`src/rtl/mem_port_arbiter.sv`:
```
// Two-requester arbiter for the single unified memory port: zero-latency
// round-robin grant, one outstanding read, read data steered back to its owner.
module mem_port_arbiter #(
  parameter int ADDR_W       = 32,
  parameter int DATA_W       = 32,
  parameter int READ_LATENCY = 1
) (
  input  logic                clk,
  input  logic                rst_n,

  input  logic                core_req,
  input  logic                core_we,
  input  logic [ADDR_W-1:0]   core_addr,
  input  logic [DATA_W-1:0]   core_wdata,
  input  logic [DATA_W/8-1:0] core_wmask,
  output logic                core_gnt,
  output logic                core_rvalid,
  output logic [DATA_W-1:0]   core_rdata,

  input  logic                aux_req,
  input  logic                aux_we,
  input  logic [ADDR_W-1:0]   aux_addr,
  input  logic [DATA_W-1:0]   aux_wdata,
  input  logic [DATA_W/8-1:0] aux_wmask,
  output logic                aux_gnt,
  output logic                aux_rvalid,
  output logic [DATA_W-1:0]   aux_rdata,

  output logic                mem_en,
  output logic                mem_we,
  output logic [ADDR_W-1:0]   mem_addr,
  output logic [DATA_W-1:0]   mem_wdata,
  output logic [DATA_W/8-1:0] mem_wmask,
  input  logic [DATA_W-1:0]   mem_rdata,

  output logic                busy
);

  // Counter covers READ_LATENCY-1 for the legal range 1..4.
  localparam int CNT_W = 2;
  localparam logic [CNT_W-1:0] CNT_LOAD = CNT_W'(READ_LATENCY - 1);

  typedef enum logic { ARB, RD_WAIT } state_t;
  typedef enum logic { SRC_CORE, SRC_AUX } src_t;

  state_t           state;
  src_t             last_grant;
  src_t             owner;
  logic [CNT_W-1:0] count;

  src_t winner;
  logic grant_any;
  logic rd_done;

  // NOTE: every variable assigned in always_comb gets a default first so no latch is inferred.
  always_comb begin
    winner = SRC_CORE;
    if (core_req && aux_req) begin
      winner = (last_grant == SRC_AUX) ? SRC_CORE : SRC_AUX;
    end else if (aux_req) begin
      winner = SRC_AUX;
    end
  end

  assign grant_any = (state == ARB) && (core_req || aux_req);

  assign core_gnt  = grant_any && (winner == SRC_CORE);
  assign aux_gnt   = grant_any && (winner == SRC_AUX);

  assign mem_en    = grant_any;
  assign mem_we    = grant_any && ((winner == SRC_AUX) ? aux_we : core_we);
  assign mem_addr  = aux_gnt ? aux_addr  : core_addr;
  assign mem_wdata = aux_gnt ? aux_wdata : core_wdata;
  assign mem_wmask = aux_gnt ? aux_wmask : core_wmask;

  assign rd_done     = (state == RD_WAIT) && (count == '0);
  assign core_rvalid = rd_done && (owner == SRC_CORE);
  assign aux_rvalid  = rd_done && (owner == SRC_AUX);
  assign core_rdata  = mem_rdata;
  assign aux_rdata   = mem_rdata;

  assign busy = (state == RD_WAIT);

  // NOTE: sequential state uses non-blocking assignments so all registers update together at the edge.
  always_ff @(posedge clk or negedge rst_n) begin
    if (!rst_n) begin
      state      <= ARB;
      count      <= '0;
      last_grant <= SRC_AUX;
      owner      <= SRC_CORE;
    end else begin
      case (state)
        ARB: begin
          if (grant_any) begin
            last_grant <= winner;
            if (!mem_we) begin
              owner <= winner;
              count <= CNT_LOAD;
              state <= RD_WAIT;
            end
          end
        end
        RD_WAIT: begin
          // Read data arrives in the cycle the counter is already at zero.
          if (count == '0) begin
            state <= ARB;
          end else begin
            count <= count - 1'b1;
          end
        end
        default: state <= ARB;
      endcase
    end
  end

endmodule

```
`config.mk`:
```
export PLATFORM = sky130hd
export DESIGN_NAME = mem_port_arbiter
export DESIGN_NICKNAME = d
export VERILOG_FILES = /design/src/rtl/mem_port_arbiter.sv
export SDC_FILE = /design/constraint.sdc
export NUM_CORES = 1
export LEC_CHECK = 0
export CAP_MARGIN = 20
export CORE_AREA = 2 2 120 122
export DETAILED_ROUTE_END_ITERATION = 8
export DIE_AREA = 0 0 122 124
export PLACE_DENSITY = 0.57
export SLEW_MARGIN = 15
export SYNTH_ARGS = -nofsm -noshare
export SYNTH_HDL_FRONTEND = slang
export SYNTH_SLANG_ARGS = --single-unit
```
`constraint.sdc`:
```
create_clock -name clk -period 2.79 [get_ports clk]
set_clock_uncertainty 0.05 [all_clocks]
set_input_delay 0.558 -clock clk [delete_from_list [all_inputs] [get_ports clk]]
set_output_delay 0.558 -clock clk [all_outputs]
set_load 0.02 [all_outputs]
```
# [Word-level counts from Yosys, hierarchy flattened]
# Cells that the tools add are included.
[word_totals] reg_bits=5 latch_bits=0 ramBits=0 romBits=0 output_inout_bits=139 elab_cells=40 memories=0
[op_classes] addsub=1 n_mul=0 n_div=0 n_lt_le_gt_ge=0 n_eq_ne=3 shifts=0 muxes=15 n_bitwise=4 n_reduce_logical=13
[ops] operator="$mux W32" n=2
[ops] operator="$logic_and A1 B1 Y1" n=8
[ops] operator="$mux W1" n=7
[ops] operator="$mux W2" n=3
[ops] operator="$ne A2 B2 Y1 const B" n=3
[ops] operator="$reduce_and A3 Y1" n=2
[ops] operator="$mux W4" n=1
[ops] operator="$not A1 Y1" n=4
[ops] operator="$pmux W2 S2" n=1
[ops] operator="$logic_not A2 Y1" n=1
[ops] operator="$pmux W1 S2" n=1
[ops] operator="$reduce_and A2 Y1" n=1
[ops] operator="$sub A2 B1 Y2 const B" n=1
[ops] operator="$logic_or A1 B1 Y1" n=1

# [Depth between registers and ports, before layout]
# Gate-level depths: netlist of the first run.
[logic_depth] word_depth=7 ltp_mapped=5

# [Least setup slack after synthesis of the first run]
# Ideal clock, no wire load.
[synth_timing] kind="input to output" start="input port aux_req" end="output port mem_wdata[16]" arrival_ns=1.533 path_slack_ns=0.649 cell_stages=4 path_buffers=1 path_cell_list="a21bo_2 > nor2_8 > buf_6 > mux2_2"
[synth_between] elab_chain_len=4
[synth_rtl] item="start: declaration" line="20" source="input logic aux_req,"
[synth_rtl] item="$mux W1, or another cell as far along" line="60" source="end else if (aux_req) begin"
[synth_rtl] item="$mux W1 or $logic_and A1 B1 Y1 (tied branches)" line="58, 65"
[synth_rtl] item="$logic_and A1 B1 Y1 (*)" line="68" source="assign aux_gnt = grant_any && (winner == SRC_AUX);"
[synth_rtl] item="net aux_gnt" line="25" source="output logic aux_gnt,"
[synth_rtl] item="$mux W32 (*)" line="73" source="assign mem_wdata = aux_gnt ? aux_wdata : core_wdata;"
[synth_rtl] item="end: declaration" line="32" source="output logic [DATA_W-1:0] mem_wdata,"
# Mark *: on every way through the listed nets, which the timed path passes. The rest lies on a longest branch.

# [Final worst setup path of the first run]
[layout_timing] start="input port core_req" end="output port mem_wdata[19]"
[layout_between] elab_chain_len=4
[layout_rtl] item="start: declaration" line="11" source="input logic core_req,"
[layout_rtl] item="$logic_and A1 B1 Y1 or $logic_or A1 B1 Y1 (tied branches)" line="58, 65"
[layout_rtl] item="$mux W1 or $logic_and A1 B1 Y1 (tied branches)" line="58, 65"
[layout_rtl] item="$logic_and A1 B1 Y1 (*)" line="68"
[layout_rtl] item="$mux W32 (*)" line="73"
# Every way passes the cells marked *; elsewhere a longest branch is shown, timed or not.

==> results.sh, run 1 <==
export IMPL_status="completed"
export IMPL_grtUsageTotal_pct=10.8
export IMPL_worst_pin_slew_ns=0.303
export IMPL_post_synth_fa_ha_maj_area_fraction_pct=0.755
export IMPL_power_density_nw_per_um2=567
export IMPL_holdWs_ns=0.486
export IMPL_clock_sink_count=5
export IMPL_nets=518
export IMPL_cts_max_level=1
export IMPL_achievable_frequency_ghz=0.363
export IMPL_ir_drop_v=0.000180
export IMPL_wirelength_per_cell_um=16.4
export IMPL_clock_path_buffers=2
export IMPL_grt_start_max_net_pins=15
export IMPL_clk_root_buffer_cell="sky130_fd_sc_hd__clkbuf_16"
export IMPL_num_fill_cells=1527
export IMPL_timing_final_crit_period_ns=2.76
export IMPL_worst_ep_arrival_time_ns=2.15
export IMPL_yosysWarningCount=0
export IMPL_clk_latency_ns=0.23
export IMPL_setup_worst_path_class="in -> out"
export IMPL_area_sequential_um2=126
export IMPL_synth_seq_area_share_pct=7.63
export IMPL_starting_utilization_of_the_core_area_pct=12.1
export IMPL_number_of_antenna_violations_at_the_first_check_in_global_routing=0
export IMPL_drive_above_1_share_pct=43.9
export IMPL_end_kind="output port"
export IMPL_crit_required_ns=2.18
export IMPL_via_count_normalized_by_instance_count=3.56
export IMPL_via_count_of_the_first_global_routing_pass=2083
export IMPL_critical_path_max_fanout=10
export IMPL_hpwl_um=6760
export IMPL_finalPower_mw=2.03
export IMPL_number_of_flip_flops_and_latches_in_the_synthesized_netlist=5
export IMPL_cts_buffers=3
export IMPL_yosys_mux_area_fraction_pct=46.2
export IMPL_timing_final_crit_share_pct=98.7
export IMPL_syn_nets=352
export IMPL_timing_max_cap_violations=0
export IMPL_drt_antenna_violating_nets=0
export IMPL_wire_length_of_the_first_global_routing_pass_um=12100
export IMPL_tritoncts="done"
export IMPL_finalWorstSetupSlack_ns=0.0350
export IMPL_post_synth_top_area_cell="sky130_fd_sc_hd__mux2_2"
export IMPL_hold_violations=0
export IMPL_totalWireLength_um=8570
export IMPL_maxSlewHeadroom_pct=79.7
export IMPL_io_pins=313
export IMPL_synth_avg_cell_area_um2=9.36
export IMPL_post_synth_instance_area_um2=1660
export IMPL_die_area_um2=15100
export IMPL_postCtsHoldBufs=0
export IMPL_die_w_um=122
export IMPL_worst_setup_path_start_kind="primary input"
export IMPL_clk_transition_reported_paths_ns=0.03
export IMPL_synth_lib_cells_used_distinct=25
export IMPL_unrepaired_setup_endpoints_after_global_routing="false"
export IMPL_core_area_um2=13700
export IMPL_chipHeight_um=124
export IMPL_dr_total_vias=1858
export IMPL_drc=0
export IMPL_flow_area_growth_from_synthesis_pct=116
export IMPL_post_synth_xor_xnor_area_pct=0
export IMPL_grt_overflow_total=0
export IMPL_detailedPlace_worstSlack_ns=-0.467
export IMPL_min_delay_path_class="reg -> reg"
export IMPL_globalplace_congestion=0.910
export IMPL_multiInputGateArea_um2=958
export IMPL_post_synth_main_area_contributors="sky130_fd_sc_hd__mux2_2 42%, sky130_fd_sc_hd__buf_4 29%, sky130_fd_sc_hd__dfrtp_1 6.0%"
export IMPL_synth_simple_area_share_pct=5.29
export IMPL_synth_top_cell_area_share_pct=42.1
export IMPL_dr_iter_0_viols=20
export IMPL_detail_route_first_pass_iterations=4
export IMPL_setup_viol=0
export IMPL_placement_rows=43
export IMPL_place_port_buffers=216
export IMPL_synth_compound_gate_area_share_pct=4.98
export IMPL_dominant_combinational_cell_family_by_area_after_synthesis="multiplexers"
export IMPL_insertedDiodeCount=0
export IMPL_synth_cells=177
export IMPL_power_leakage_nw=1.47
export IMPL_finalMaxSlewViolations=0
==> layout make-up <==
type                       count  area share (%)
timing repair buffer         233            60.7
multi-input combinational     96            26.8
clock buffer                   4            2.20
inverter                       4           0.420
sequential                     5            3.53
tap                          180            6.30
==> logic make-up after synthesis <==
family                   Yosys count
multiplexers                      68
AO/OA/AOI/OAI                     12
flip-flops                         5
adder cells (fa/ha/maj)            1
buffers and inverters             76
AND/OR/NAND/NOR                   15
==> where the power goes <==
part,leakage [nW],switching (mW),total (mW),internal [mW]
logic,1.37,0.760,1.66,0.902
registers,0.0616,0.0264,0.127,0.100
clock network,0.0382,0.0508,0.241,0.190
total,1.47,0.837,2.03,1.19
==> synth_stat cells <==
cell type / count
sky130_fd_sc_hd__buf_4: 65
sky130_fd_sc_hd__mux2_2: 62
sky130_fd_sc_hd__buf_6: 7
sky130_fd_sc_hd__mux2_1: 6
sky130_fd_sc_hd__dfrtp_1: 4
sky130_fd_sc_hd__inv_1: 4
sky130_fd_sc_hd__nand2_1: 4
sky130_fd_sc_hd__nor2_1: 4
sky130_fd_sc_hd__o21ai_0: 4
sky130_fd_sc_hd__nand3_1: 2
sky130_fd_sc_hd__a21bo_2: 1
sky130_fd_sc_hd__a21boi_0: 1
sky130_fd_sc_hd__a21o_1: 1
sky130_fd_sc_hd__a21oi_1: 1
sky130_fd_sc_hd__a31o_2: 1
sky130_fd_sc_hd__a31oi_1: 1
sky130_fd_sc_hd__a32o_1: 1
sky130_fd_sc_hd__and3_1: 1
sky130_fd_sc_hd__dfstp_2: 1
sky130_fd_sc_hd__ha_1: 1
sky130_fd_sc_hd__nand2b_1: 1
sky130_fd_sc_hd__nor2_8: 1
sky130_fd_sc_hd__o21bai_1: 1
sky130_fd_sc_hd__or2_2: 1
sky130_fd_sc_hd__or3b_2: 1
==> critical path, stage by stage <==
cell and delay [ns]:
sky130_fd_sc_hd__dlygate4sd2_1 0.26, sky130_fd_sc_hd__a21bo_4 0.24, sky130_fd_sc_hd__nor2_8 0.12, sky130_fd_sc_hd__buf_12 0.12, sky130_fd_sc_hd__buf_4 0.15, sky130_fd_sc_hd__buf_16 0.15, sky130_fd_sc_hd__mux2_2 0.37, sky130_fd_sc_hd__buf_2 0.17
==> state kept, by name (all words and copies together) (netlist names) <==
register	flops
busy	1
count	2
last_grant	1
owner	1
==> timing repair <==
| item | CTS | global route |
|---|---|---|
| setup endpoints to repair | 69 | 33 |
| pin swaps | 2 | 0 |
| setup buffers | 6 | 0 |
| resized for setup | 245 | 20 |
| gates cloned | 6 | 0 |
==> cells in the final DEF (no fill, tap or decap), types with 2 or more instances in the layout <==
master,netlist,routed
sky130_fd_sc_hd__buf_12,0,6
sky130_fd_sc_hd__bufbuf_16,0,2
sky130_fd_sc_hd__buf_4,65,8
sky130_fd_sc_hd__nor2_1,4,4
sky130_fd_sc_hd__buf_6,7,2
sky130_fd_sc_hd__clkdlybuf4s50_1,0,145
sky130_fd_sc_hd__inv_1,4,4
sky130_fd_sc_hd__nand3_1,2,2
sky130_fd_sc_hd__o21ai_0,4,4
sky130_fd_sc_hd__mux2_1,6,6
sky130_fd_sc_hd__dfrtp_1,4,4
sky130_fd_sc_hd__clkbuf_16,0,3
sky130_fd_sc_hd__buf_2,0,58
sky130_fd_sc_hd__mux2_2,62,61
sky130_fd_sc_hd__dlygate4sd2_1,0,8
sky130_fd_sc_hd__buf_16,0,3
sky130_fd_sc_hd__nand2_1,4,4
==> metal layers <==
metal  wire [µm]  vias up  track usage (%)
met5           0        -                0
met4         222        0             3.66
met3         665       27             2.52
met2        4260      117             19.0
met1        3430      835             12.8
li1            -      879                -
==> path summary, 6_finish.rpt <==
path	startpoint	endpoint	slack [ns]	depth (start not counted)
worst max-delay path	core_req	mem_wdata[19]	0.03	8
worst min-delay path	count[0]	count[0]	0.49	1
worst max register to register	last_grant	last_grant	1.31	6
worst min register to register	count[0]	count[0]	0.49	1
max in group asynchronous	rst_n	last_grant	1.91	1
min in group asynchronous	rst_n	count[0]	0.51	1
==> stage by stage <==
step	cell area [µm²]	cells	TNS (ns)	util, %
after CTS	3710	523	0	27.1
final	3580	522	0	26.1
after detailed placement	3540	507	-26.87	25.8
after global routing	3580	522	0	26.1
after floorplan	1660	177	0	-
after global placement	3540	507	-26.94	25.8
(Power assumes the default switching activity.)
==> run 2, diff against run 1 <==
--- a/config.mk
+++ b/config.mk
@@ -5,7 +5,7 @@
 export SDC_FILE = /design/constraint.sdc
 export NUM_CORES = 1
 export LEC_CHECK = 0
-export CAP_MARGIN = 20
+export CAP_MARGIN = 10
 export CORE_AREA = 2 2 120 122
 export DETAILED_ROUTE_END_ITERATION = 8
 export DIE_AREA = 0 0 122 124
==> results of run 2 <==
The final DEF is identical to that of run 1; final timing and power are the same.
